### src/rtl/addr_reg_xy_decode_pkg.sv
// Shared types and helpers for the X/Y/sector address register and decoder.
//   state_t  : sequencing states of the address register
//   y_lsb    : bit offset of the Y field in the packed address [S|Y|X]
//   s_lsb    : bit offset of the sector field
//   onehot_w : one-hot width for an n-bit field (2**n)
package addr_reg_xy_decode_pkg;

  typedef enum logic [2:0] {
    IDLE    = 3'd0,
    PART    = 3'd1,
    READY   = 3'd2,
    DRIVE   = 3'd3,
    RECOVER = 3'd4
  } state_t;

  localparam int unsigned X_LSB = 0;

  function automatic int unsigned y_lsb(input int unsigned xw);
    return xw;
  endfunction

  function automatic int unsigned s_lsb(input int unsigned xw, input int unsigned yw);
    return xw + yw;
  endfunction

  function automatic int unsigned onehot_w(input int unsigned w);
    return 32'd1 << w;
  endfunction

endpackage

### src/rtl/addr_reg_xy_decode_onehot_dec_n.sv
// Combinational active-low one-hot decoder.
//   value    : W-bit field to decode
//   en       : when low, all outputs are inactive (high)
//   dec_n_c  : 2**W-bit active-low one-hot select (unregistered)
module onehot_dec_n
  import addr_reg_xy_decode_pkg::*;
#(
  parameter int unsigned W = 3
) (
  input  logic [W-1:0]              value,
  input  logic                      en,
  output logic [onehot_w(W)-1:0]    dec_n_c
);

  always_comb begin
    dec_n_c = '1;
    if (en) dec_n_c[value] = 1'b0;
  end

endmodule

### src/rtl/addr_reg_xy_decode.sv
// Memory address register with X/Y/sector core-driver decode.
//   clk, rst_n : clock, synchronous active-low reset
//   cyc_start  : start of memory cycle; clears address and load flags
//   ta         : transfer enable gating ld_x / ld_y
//   ld_x, ld_y : load X+sector / Y fields from tr_data ([S|Y|X], X in LSBs)
//   inc        : increment {Y,X} (sequential fetch)
//   force_en   : extended mode, ORs FORCE_MASK into {Y,X} ("force" is a reserved word)
//   drv_en     : request a drive window
//   addr       : current address register
//   ax_n/ay_n/as_n : registered active-low one-hot selects
//   drv_valid  : decode outputs asserted
//   wrap       : one-cycle pulse when inc wraps {Y,X} to zero
//   err        : sticky protocol error, cleared only by rst_n
module addr_reg_xy_decode
  import addr_reg_xy_decode_pkg::*;
#(
  parameter int unsigned XW        = 3,
  parameter int unsigned YW        = 3,
  parameter int unsigned SW        = 3,
  parameter int unsigned DRIVE_CYC = 2,
  parameter logic [XW+YW-1:0] FORCE_MASK = 'h1F
) (
  input  logic                       clk,
  input  logic                       rst_n,
  input  logic                       cyc_start,
  input  logic                       ta,
  input  logic                       ld_x,
  input  logic                       ld_y,
  input  logic [XW+YW+SW-1:0]        tr_data,
  input  logic                       inc,
  input  logic                       force_en,
  input  logic                       drv_en,
  output logic [XW+YW+SW-1:0]        addr,
  output logic [onehot_w(XW)-1:0]    ax_n,
  output logic [onehot_w(YW)-1:0]    ay_n,
  output logic [onehot_w(SW)-1:0]    as_n,
  output logic                       drv_valid,
  output logic                       wrap,
  output logic                       err
);

  localparam int unsigned XYW   = XW + YW;
  localparam int unsigned Y_LSB = y_lsb(XW);
  localparam int unsigned S_LSB = s_lsb(XW, YW);
  localparam int unsigned CW    = (DRIVE_CYC > 1) ? $clog2(DRIVE_CYC) : 1;

  state_t            state;
  logic              x_flag, y_flag;
  logic [CW-1:0]     cnt;

  logic              ld_x_ok_c, ld_y_ok_c, x_nf_c, y_nf_c, drive_go_c;
  logic [XYW-1:0]    xy_nxt_c;
  logic [SW-1:0]     s_nxt_c;
  logic              wrap_nxt_c;
  logic [onehot_w(XW)-1:0] ax_dec_c;
  logic [onehot_w(YW)-1:0] ay_dec_c;
  logic [onehot_w(SW)-1:0] as_dec_c;

  assign ld_x_ok_c  = ta & ld_x;
  assign ld_y_ok_c  = ta & ld_y;
  assign x_nf_c     = x_flag | ld_x_ok_c;
  assign y_nf_c     = y_flag | ld_y_ok_c;
  assign drive_go_c = ~cyc_start & drv_en & (state == READY);

  // Next address in the load/inc states: load beats inc, force applied last.
  always_comb begin
    xy_nxt_c   = addr[XYW-1:0];
    s_nxt_c    = addr[S_LSB +: SW];
    wrap_nxt_c = 1'b0;
    if (ld_x_ok_c) begin
      xy_nxt_c[X_LSB +: XW] = tr_data[X_LSB +: XW];
      s_nxt_c               = tr_data[S_LSB +: SW];
    end
    if (ld_y_ok_c) xy_nxt_c[Y_LSB +: YW] = tr_data[Y_LSB +: YW];
    if (!(ld_x_ok_c || ld_y_ok_c) && inc) begin
      wrap_nxt_c = &addr[XYW-1:0];
      xy_nxt_c   = addr[XYW-1:0] + XYW'(1);
    end
    if (force_en) xy_nxt_c = xy_nxt_c | FORCE_MASK;
  end

  // Decoders see the address at DRIVE entry; outputs are captured below.
  onehot_dec_n #(.W(XW)) u_dec_x (.value(addr[X_LSB +: XW]), .en(drive_go_c), .dec_n_c(ax_dec_c));
  onehot_dec_n #(.W(YW)) u_dec_y (.value(addr[Y_LSB +: YW]), .en(drive_go_c), .dec_n_c(ay_dec_c));
  onehot_dec_n #(.W(SW)) u_dec_s (.value(addr[S_LSB +: SW]), .en(drive_go_c), .dec_n_c(as_dec_c));

  // Sequencer, address register and registered decode outputs.
  always_ff @(posedge clk) begin
    if (!rst_n) begin
      state     <= IDLE;
      addr      <= '0;
      x_flag    <= 1'b0;
      y_flag    <= 1'b0;
      cnt       <= '0;
      ax_n      <= '1;
      ay_n      <= '1;
      as_n      <= '1;
      drv_valid <= 1'b0;
      wrap      <= 1'b0;
      err       <= 1'b0;
    end else begin
      wrap <= 1'b0;
      if (cyc_start) begin
        addr   <= '0;
        x_flag <= 1'b0;
        y_flag <= 1'b0;
        state  <= IDLE;
        if (state == DRIVE) begin
          // abort of an active drive window
          err       <= 1'b1;
          ax_n      <= '1;
          ay_n      <= '1;
          as_n      <= '1;
          drv_valid <= 1'b0;
        end
      end else begin
        case (state)
          IDLE, PART, READY: begin
            if (drive_go_c) begin
              state     <= DRIVE;
              cnt       <= '0;
              ax_n      <= ax_dec_c;
              ay_n      <= ay_dec_c;
              as_n      <= as_dec_c;
              drv_valid <= 1'b1;
            end else begin
              addr   <= {s_nxt_c, xy_nxt_c};
              wrap   <= wrap_nxt_c;
              x_flag <= x_nf_c;
              y_flag <= y_nf_c;
              if (x_nf_c && y_nf_c)      state <= READY;
              else if (x_nf_c || y_nf_c) state <= PART;
              else                       state <= IDLE;
              if (drv_en) err <= 1'b1;
            end
          end
          DRIVE: begin
            if (ld_x || ld_y || inc || force_en) err <= 1'b1;
            if (cnt == CW'(DRIVE_CYC - 1)) begin
              state     <= RECOVER;
              ax_n      <= '1;
              ay_n      <= '1;
              as_n      <= '1;
              drv_valid <= 1'b0;
            end else begin
              cnt <= cnt + CW'(1);
            end
          end
          RECOVER: begin
            state  <= IDLE;
            x_flag <= 1'b0;
            y_flag <= 1'b0;
          end
          default: state <= IDLE;
        endcase
      end
    end
  end

endmodule

### config.mk
export PLATFORM = sky130hd
export DESIGN_NAME = addr_reg_xy_decode
export DESIGN_NICKNAME = d
export VERILOG_FILES = /design/src/rtl/addr_reg_xy_decode_pkg.sv /design/src/rtl/addr_reg_xy_decode_onehot_dec_n.sv /design/src/rtl/addr_reg_xy_decode.sv
export SDC_FILE = /design/constraint.sdc
export NUM_CORES = 1
export LEC_CHECK = 0
export CAP_MARGIN = 20
export CORE_ASPECT_RATIO = 0.7
export CORE_MARGIN = 4
export CORE_UTILIZATION = 40
export CTS_BUF_LIST = sky130_fd_sc_hd__clkbuf_8
export DETAILED_ROUTE_END_ITERATION = 10
export PLACE_DENSITY = 0.69
export SLEW_MARGIN = 10
export SYNTH_ARGS = -nofsm -noshare
export SYNTH_HDL_FRONTEND = slang
export SYNTH_SLANG_ARGS = --single-unit
### constraint.sdc
create_clock -name clk -period 4.33 [get_ports clk]
set_clock_uncertainty 0.15 [all_clocks]
set_input_delay 1.299 -clock clk [delete_from_list [all_inputs] [get_ports clk]]
set_output_delay 1.299 -clock clk [all_outputs]
set_load 0.02 [all_outputs]
==> flow_metrics.py, run 1 <==
metrics = {
    "outcome": {
        "status": "complete, no violations",
    },
    "critical_path": {
        "cp_slowest_cell": "clkdlybuf4s50_1",
        "crit_fanout": 17,
        "crit_chain": "clkdlybuf4s50_1, and4bb_1, nand2b_1, o32ai_1, nand2_1",
        "slowest_delay_ns": 0.59,
        "cp-start-kind": "input pin",
        "critPathRequiredTime_ns": 4.36,
        "critPathKind": "in2reg",
        "worst-path-buf-inv": 1,
        "critPathArrivalTime_ns": 3.22,
        "end_kind": "flip-flop",
        "crit_family": "simple AND/OR/NAND/NOR gates",
    },
    "final_layout": {
        "diodes": 0,
        "mostFrequentLayoutCell": "clkdlybuf4s50_1",
        "n_fill_cell": 413,
        "fin_nets": 286,
        "area_growth_pct": 30.87,
        "seqCellArea_sq_um": 840.8,
        "drive_gt1_share_pct": 6.015,
        "most-common-layout-cells": "clkdlybuf4s50_1 (53), dfxtp_1 (42), nand2_1 (25)",
        "multi_input_area_sq_um": 965.9,
        "finalInstanceArea_sq_um": 2530,
    },
    "job": {
        "cap_violations": 0,
    },
    "yosys": {
        "synthesis.area_sq_um": 1933,
        "synth_cell_types": 50,
        "synth-async-reset-ratio_pct": 0,
        "synth_warnings": 0,
        "synth_edf_count": 0,
        "seq_area_frac_synth_pct": 43.50,
        "avgSynthCellArea_sq_um": 8.827,
        "synthCells": 219,
        "ys_ff_latch": 42,
        "synth-main-ff-cell": "dfxtp_1",
        "syn-num-nets": 239,
    },
    "global_routing": {
        "grt_antenna_before_repair": 0,
        "grt_pass1_vias": 1694,
        "grt.overflow.total": 0,
        "groute.usage.overall_pct": 17.49,
        "grt_pass1_wl_um": 8383,
        "grt_start_max_net_pins": 31,
    },
    "clock_network": {
        "ctsHoldBuffers": 0,
        "cts.clk_slew.worst_paths_ns": 0.08,
        "post_cts_buffers": 0,
        "numClockSinks": 42,
        "cts_resized": 0,
        "cts_buffers": 5,
        "cts_tree": "built",
        "clk_latency_ns": 0.29,
        "clockBufferDepth": 2,
        "h-tree-depth": 2,
        "clockRootBuffer": "clkbuf_8",
    },
    "detailed_routing": {
        "wl_per_cell_um": 16.04,
        "vias_per_cell": 5.735,
        "drc": 0,
        "drtPass1Iterations": 5,
        "drtAntennaViolNets": 0,
        "vias": 1841,
        "drt-initial-drc-count": 120,
        "wirelength_um": 5148,
    },
    "timing": {
        "fin_crit_sh_pct": 73.74,
        "tns_ns": 0,
        "max_freq_mhz": 313.2,
        "slew-limit-headroom_pct": 52.10,
        "setup_slack_ns": 1.137,
        "hold_viol": 0,
        "drv_slew": 0,
        "worst_pin_slew_ns": 0.7185,
        "rsz0062_at_grt": "no",
        "fin_crit_ns": 3.193,
        "setup_viol": 0,
    },
    "floorplan": {
        "dieHeight_um": 66.16,
        "die-area_sq_um": 6027,
        "fp.coreArea_sq_um": 4504,
        "start_util_pct": 42.92,
        "io_pins": 54,
        "row_count": 20,
        "die_w_um": 91.09,
    },
    "placed_design": {
        "place_ws_ns": 0.8339,
        "dpl-instance-area_sq_um": 2451,
        "numPortBuffers": 53,
        "dp_hpwl_um": 3717,
        "gp_congestion": 0.7959,
    },
    "min_path": {
        "hp-class": "reg2reg",
    },
    "pwr": {
        "p_per_area_nw_per_um2": 291.4,
        "p_leak_nw": 0.8926,
        "ir_drop_mv": 0.1480,
    },
}
where the power goes:
| group | internal (W) | switching, W | total (W) |
|---|---|---|---|
| Sequential | 0.000393 | 0.0000143 | 0.000407 |
| Clock | 0.000108 | 0.000135 | 0.000243 |
| Combinational | 0.0000423 | 0.0000446 | 0.0000868 |
cell families (layout without fill, tap and decap cells):
kind of cell / Yosys count / in the layout / share of synthesized area (%)
AOI/OAI and AO/OA: 66 / 66 / 23.88
DFF: 42 / 42 / 43.50
buffers and inverters: 23 / 70 / 6.537
muxes: 2 / 2 / 1.036
xor gates and xnor gates: 3 / 3 / 1.359
and+or+nand+nor: 81 / 81 / 22.39
adders and majority gates: 2 / 2 / 1.294
worst paths after layout:
path | slack (ns) | depth (start not counted) | startpoint | end
setup reg to reg | 2.41 | 4 | state[2]$_SDFFE_PP0P_ | as_n[4]$_SDFFE_PN1P_
hold / removal | 0.33 | 2 | as_n[2]$_SDFFE_PN1P_ | as_n[2]$_SDFFE_PN1P_
setup / recovery | 1.14 | 5 | cyc_start | as_n[4]$_SDFFE_PN1P_
hold reg to reg | 0.33 | 2 | as_n[2]$_SDFFE_PN1P_ | as_n[2]$_SDFFE_PN1P_
synth_stat cells, drive strengths merged (2+ instances only):
cell     n  area [sq um]
dfxtp   42         840.8
nand2   25         93.84
o21ai   19         95.09
nor2    15         56.30
o22ai    9         56.30
o32ai    9         86.34
a21oi    8         55.06
buf      8         70.06
inv      8         30.03
clkbuf   7         26.28
nand2b   7         43.79
nand3    7         35.03
nor4     5         31.28
nor4b    5         56.31
a31oi    4         25.02
nor3     4         20.02
a221oi   3         26.28
nor2b    3         18.77
a211oi   2         15.01
and2     2         12.51
and3     2         12.51
ha       2         25.02
mux2i    2         20.02
nand3b   2         15.01
xnor2    2         17.52
state kept, by name, indices dropped and copies added (netlist names):
register,cells
ay_n,8
wrap,1
drv_valid,1
cnt,1
y_flag,1
x_flag,1
err,1
as_n,8
state,3
addr,9
ax_n,8
final cells by class:
type                       instances  area share (%)
clock inverter                     2          0.3956
clock buffer                       5           2.720
tap                               55           2.720
inverter                           8           1.187
multi-input combinational        154           38.18
timing repair buffer              55           21.56
sequential                        42           33.23
worst reg2reg max path, delay by kind of cell, from the launching register on:
kind               cells  cell delay (ns)
DFF                    1             0.40
and+or+nand+nor        3             0.82
AOI/OAI and AO/OA      1             0.44
routing by layer:
metal  up-vias  GRT usage [%]  part of all wire, %  wire [um]
li1        903              -                    -          -
met1       860          25.71                   52       2674
met2        73          25.30                   40       2083
met3         5          5.006                  6.9        354
met4         0          3.383                 0.68         35
met5         -              0                    0          0
stage by stage:
stage / total power, W / std cells / hold slack, ns / utilization (%)
CTS: 0.0007391 / 321 / 0.3400 / 56.17
floorplan: 0.0004629 / 219 / 0.3397 / -
global placement: 0.0005014 / 314 / 0.3093 / 54.42
finish: 0.0007371 / 321 / 0.3324 / 56.17
global route: 0.0007650 / 321 / 0.3786 / 56.17
detailed placement: 0.0005020 / 314 / 0.3177 / 54.42
Note: power is estimated with default switching activity, not from simulation.
==> run 2: changes to the inputs <==
- PLACE_DENSITY: 0.69 -> 0.71
- clock period: 4.33 -> 2.7 ns (I/O delays scaled with it)
==> flow_metrics.py, run 2 (synthesized netlist as in run 1, its figures left out) <==
metrics = {
    "outcome": {
        "status": "complete, no violations",
    },
    "floorplan": {
        "die_w_um": 91.09,
        "io_pins": 54,
        "die-area_sq_um": 6027,
        "start_util_pct": 42.92,
        "fp.coreArea_sq_um": 4504,
        "row_count": 20,
        "dieHeight_um": 66.16,
    },
    "timing": {
        "max_freq_mhz": 393.2,
        "tns_ns": 0,
        "hold_viol": 0,
        "rsz0062_at_grt": "no",
        "fin_crit_ns": 2.543,
        "setup_viol": 0,
        "worst_pin_slew_ns": 0.4322,
        "drv_slew": 0,
        "fin_crit_sh_pct": 94.20,
        "slew-limit-headroom_pct": 71.15,
    },
    "global_routing": {
        "grt_start_max_net_pins": 21,
        "grt_pass1_wl_um": 8376,
        "grt_pass1_vias": 1694,
        "grt.overflow.total": 0,
        "groute.usage.overall_pct": 17.23,
        "grt_antenna_before_repair": 0,
    },
    "detailed_routing": {
        "vias_per_cell": 5.630,
        "wl_per_cell_um": 15.61,
        "wirelength_um": 5184,
        "drtPass1Iterations": 4,
        "drt-initial-drc-count": 95,
        "drtAntennaViolNets": 0,
        "drc": 0,
        "vias": 1869,
    },
    "critical_path": {
        "crit_family": "buffers and inverters",
        "crit_chain": "clkdlybuf4s50_1",
        "worstRegToRegCells": 5,
        "critPathKind": "reg2out",
        "cp-start-kind": "flip-flop",
        "critPathArrivalTime_ns": 1.58,
        "end_kind": "output pin",
        "crit_cells": 1,
        "cp_slowest_cell": "clkdlybuf4s50_1",
        "slowest_delay_ns": 0.69,
        "critPathRequiredTime_ns": 1.74,
        "r2r-start": "addr[0]$_SDFFE_PP0P_",
        "crit_fanout": 11,
        "worst-path-buf-inv": 1,
        "reg2reg_slack_ns": 0.85,
        "reg2reg_to": "addr[4]$_SDFFE_PP0P_",
    },
    "job": {
        "cap_violations": 0,
    },
    "clock_network": {
        "clockRootBuffer": "clkbuf_8",
        "h-tree-depth": 2,
        "cts_buffers": 5,
        "clockBufferDepth": 2,
        "clk_latency_ns": 0.30,
        "numClockSinks": 42,
        "cts_tree": "built",
        "post_cts_buffers": 0,
        "ctsHoldBuffers": 0,
        "cts.clk_slew.worst_paths_ns": 0.09,
        "cts_resized": 0,
    },
    "final_layout": {
        "final_util_pct": 58.17,
        "diodes": 0,
        "regMostFlops": "addr",
        "drive_gt1_share_pct": 9.747,
        "fin_nets": 296,
        "most-common-layout-cells": "clkdlybuf4s50_1 (53), dfxtp_1 (42), nand2_1 (25)",
        "fin_cells": 332,
        "area_growth_pct": 35.53,
        "mostFrequentLayoutCell": "clkdlybuf4s50_1",
        "largest_reg_flops": 9,
    },
    "placed_design": {
        "numPlacedInstances": 324,
        "gp_congestion": 0.8897,
        "numPortBuffers": 53,
        "dp_hpwl_um": 3891,
    },
    "pwr": {
        "p_leak_nw": 0.9418,
        "p_per_area_nw_per_um2": 467.1,
        "ir_drop_mv": 0.2718,
    },
    "min_path": {
        "hp-class": "reg2reg",
        "hold_start": "ay_n[4]$_SDFFE_PN1P_",
        "whs_endpoint": "ay_n[4]$_SDFFE_PN1P_",
        "whs_path_depth": 2,
    },
}
==> run 2: final cells by class <==
type | instances | area [sq um]
inverters | 8 | 30.03
repair buffers | 65 | 620.6
fillers | 409 | 1884
clock inverters | 3 | 25.02
clock buffers | 5 | 68.82
flip-flops and latches | 42 | 840.8
well taps | 55 | 68.82
multi-input cells | 154 | 965.9
==> run 2: how the worst max path moves through the flow <==
stage / from / endpoint / slack [ns]
floorplan: cyc_start / ay_n[1]$_SDFFE_PN1P_ / 0.58
global placement: cyc_start / ay_n[4]$_SDFFE_PN1P_ / 0.10
detailed placement: cyc_start / ay_n[0]$_SDFFE_PN1P_ / 0.07
CTS: addr[2]$_SDFFE_PP0P_ / addr[2] / 0.15
global route: addr[2]$_SDFFE_PP0P_ / addr[2] / 0.08
finish: addr[2]$_SDFFE_PP0P_ / addr[2] / 0.16
==> run 2: tightest hold or removal path, delay by kind of cell, from the launching register on <==
kind	cells	cell delay [ns]
AO/OA/AOI/OAI	1	0.07
AND/OR/NAND/NOR	1	0.06
flip-flops	1	0.34
==> run 2: stage by stage <==
step	hold slack [ns]	cell area (sq um)	setup WS, ns	power (W)
floorplan	0.3397	1933	0.5754	0.0007423
global placement	0.3152	2526	0.1010	0.0008100
detailed placement	0.3171	2526	0.07298	0.0008114
CTS	0.3424	2620	0.1512	0.001229
global route	0.3539	2620	0.08421	0.001267
finish	0.3442	2620	0.1567	0.001224
==> run 2: metal layers <==
| metal | share of wire [%] | up-vias | track usage [%] |
|---|---|---|---|
| li1 | - | 927 | - |
| met1 | 50 | 851 | 24.76 |
| met2 | 41 | 84 | 25.21 |
| met3 | 8.7 | 7 | 5.119 |
| met4 | 0.75 | 0 | 3.947 |
| met5 | 0 | - | 0 |
==> run 2: power by group <==
part	total [W]	internal [W]	switching [W]
combinational	0.000147	0.0000732	0.0000735
sequential	0.000653	0.000630	0.0000226
clock	0.000424	0.000187	0.000238
total	0.00122	0.000890	0.000334
==> run 3: changes to the inputs <==
- RECOVER_POWER: unset -> 50
==> flow_metrics.py, run 3 (synthesized netlist as in run 1, its figures left out) <==
metrics = {
    "final_layout": {
        "diodes": 0,
        "mostFrequentLayoutCell": "dfxtp_1",
        "most-common-layout-cells": "dfxtp_1 (42), dlygate4sd3_1 (28), nand2_1 (25), clkdlybuf4s50_1 (25), nor2_1 (15)",
        "final_util_pct": 57.69,
        "fin_nets": 296,
        "regMostFlops": "addr",
        "seqCellArea_sq_um": 840.8,
        "area_growth_pct": 34.43,
        "drive_gt1_share_pct": 7.581,
        "fin_cells": 332,
        "largest_reg_flops": 9,
        "n_fill_cell": 413,
        "multi_input_area_sq_um": 962.2,
    },
    "placed_design": {
        "numPlacedInstances": 324,
        "numPortBuffers": 53,
        "gp_congestion": 0.8897,
        "dp_hpwl_um": 3891,
    },
    "clock_network": {
        "clk_latency_ns": 0.30,
        "cts_buffers": 5,
        "post_cts_buffers": 0,
        "h-tree-depth": 2,
        "cts_tree": "built",
        "numClockSinks": 42,
        "clockRootBuffer": "clkbuf_8",
        "cts.clk_slew.worst_paths_ns": 0.09,
        "cts_resized": 0,
        "ctsHoldBuffers": 0,
        "clockBufferDepth": 2,
    },
    "timing": {
        "tns_ns": 0,
        "fin_crit_sh_pct": 94.34,
        "max_freq_mhz": 392.6,
        "worst_pin_slew_ns": 0.4329,
        "slew-limit-headroom_pct": 71.10,
        "setup_viol": 0,
        "fin_crit_ns": 2.547,
        "drv_slew": 0,
        "rsz0062_at_grt": "no",
        "hold_viol": 0,
    },
    "floorplan": {
        "die-area_sq_um": 6027,
        "fp.coreArea_sq_um": 4504,
        "dieHeight_um": 66.16,
        "start_util_pct": 42.92,
        "die_w_um": 91.09,
        "row_count": 20,
        "io_pins": 54,
    },
    "pwr": {
        "ir_drop_mv": 0.2712,
        "totalPowerFinal_w": 0.001223,
        "p_leak_nw": 0.8598,
        "p_per_area_nw_per_um2": 470.8,
    },
    "global_routing": {
        "grt.overflow.total": 0,
        "grt_pass1_vias": 1694,
        "grt_start_max_net_pins": 21,
        "groute.usage.overall_pct": 17.23,
        "grt_antenna_before_repair": 0,
        "grt_pass1_wl_um": 8376,
    },
    "detailed_routing": {
        "vias_per_cell": 5.575,
        "drc": 0,
        "vias": 1851,
        "drtAntennaViolNets": 0,
        "drtPass1Iterations": 4,
        "wl_per_cell_um": 15.60,
        "wirelength_um": 5179,
        "drt-initial-drc-count": 113,
    },
    "min_path": {
        "hp-class": "reg2reg",
    },
    "critical_path": {
        "crit_fanout": 11,
        "r2r-start": "addr[0]$_SDFFE_PP0P_",
        "cp-start-kind": "flip-flop",
        "cp_slowest_cell": "clkdlybuf4s50_1",
        "worst-path-buf-inv": 1,
        "slowest_delay_ns": 0.69,
        "reg2reg_to": "addr[4]$_SDFFE_PP0P_",
        "critPathArrivalTime_ns": 1.59,
        "reg2reg_slack_ns": 0.80,
        "crit_family": "buffers and inverters",
        "crit_chain": "clkdlybuf4s50_1",
        "crit_cells": 1,
        "critPathKind": "reg2out",
        "crit_start": "addr[2]$_SDFFE_PP0P_",
        "worstRegToRegCells": 5,
        "end_kind": "output pin",
        "crit_path_end": "addr[2]",
        "critPathRequiredTime_ns": 1.74,
    },
    "outcome": {
        "status": "complete, no violations",
    },
    "job": {
        "cap_violations": 0,
    },
}
-- run 3: cell types whose count changed in the layout (fill, tap and decap cells not counted), sizes merged --
cell and delta:
inv -1, dlygate4sd3 +28, clkdlybuf4s50 -28, clkinv +1, clkbuf +5, buf -5
-- run 3: power breakdown --
part	internal [W]	switching [W]
combinational	0.0000713	0.0000730
clock	0.000187	0.000240
sequential	0.000630	0.0000226
-- run 3: final cells by class --
class / instances / share of cell area [%]
clock buffers: 5 / 2.648
clock inverters: 3 / 0.9629
inverters: 8 / 1.156
multi-input cells: 154 / 37.02
flip-flops and latches: 42 / 32.35
well taps: 55 / 2.648
repair buffers: 65 / 23.21
-- run 3: per-stage QoR --
stage,hold WS (ns),cell area (sq um),setup WS [ns]
floorplan,0.3397,1933,0.5754
global placement,0.3152,2526,0.1010
detailed placement,0.3171,2526,0.07298
CTS,0.3424,2620,0.1512
global route,0.3485,2599,0.08421
finish,0.3378,2599,0.1528
-- run 3: worst min path at each step --
stage | start | end | slack (ns) | depth (start not counted)
after CTS | as_n[1]$_SDFFE_PN1P_ | as_n[1]$_SDFFE_PN1P_ | 0.34 | 2
after detailed placement | as_n[1]$_SDFFE_PN1P_ | as_n[1]$_SDFFE_PN1P_ | 0.32 | 2
after floorplan | x_flag$_SDFFE_PP0P_ | x_flag$_SDFFE_PP0P_ | 0.34 | 2
after global placement | err$_SDFFE_PN0P_ | err$_SDFFE_PN0P_ | 0.32 | 1
after global routing | as_n[1]$_SDFFE_PN1P_ | as_n[1]$_SDFFE_PN1P_ | 0.35 | 2
final | ay_n[4]$_SDFFE_PN1P_ | ay_n[4]$_SDFFE_PN1P_ | 0.34 | 2
-- run 3: per-layer routing --
metal	vias to the layer above	share of wire [%]	GRT usage, %
met5	-	0	0
met4	0	0.79	3.947
met3	7	8.2	5.119
met2	74	40	25.21
met1	846	51	24.76
li1	924	-	-
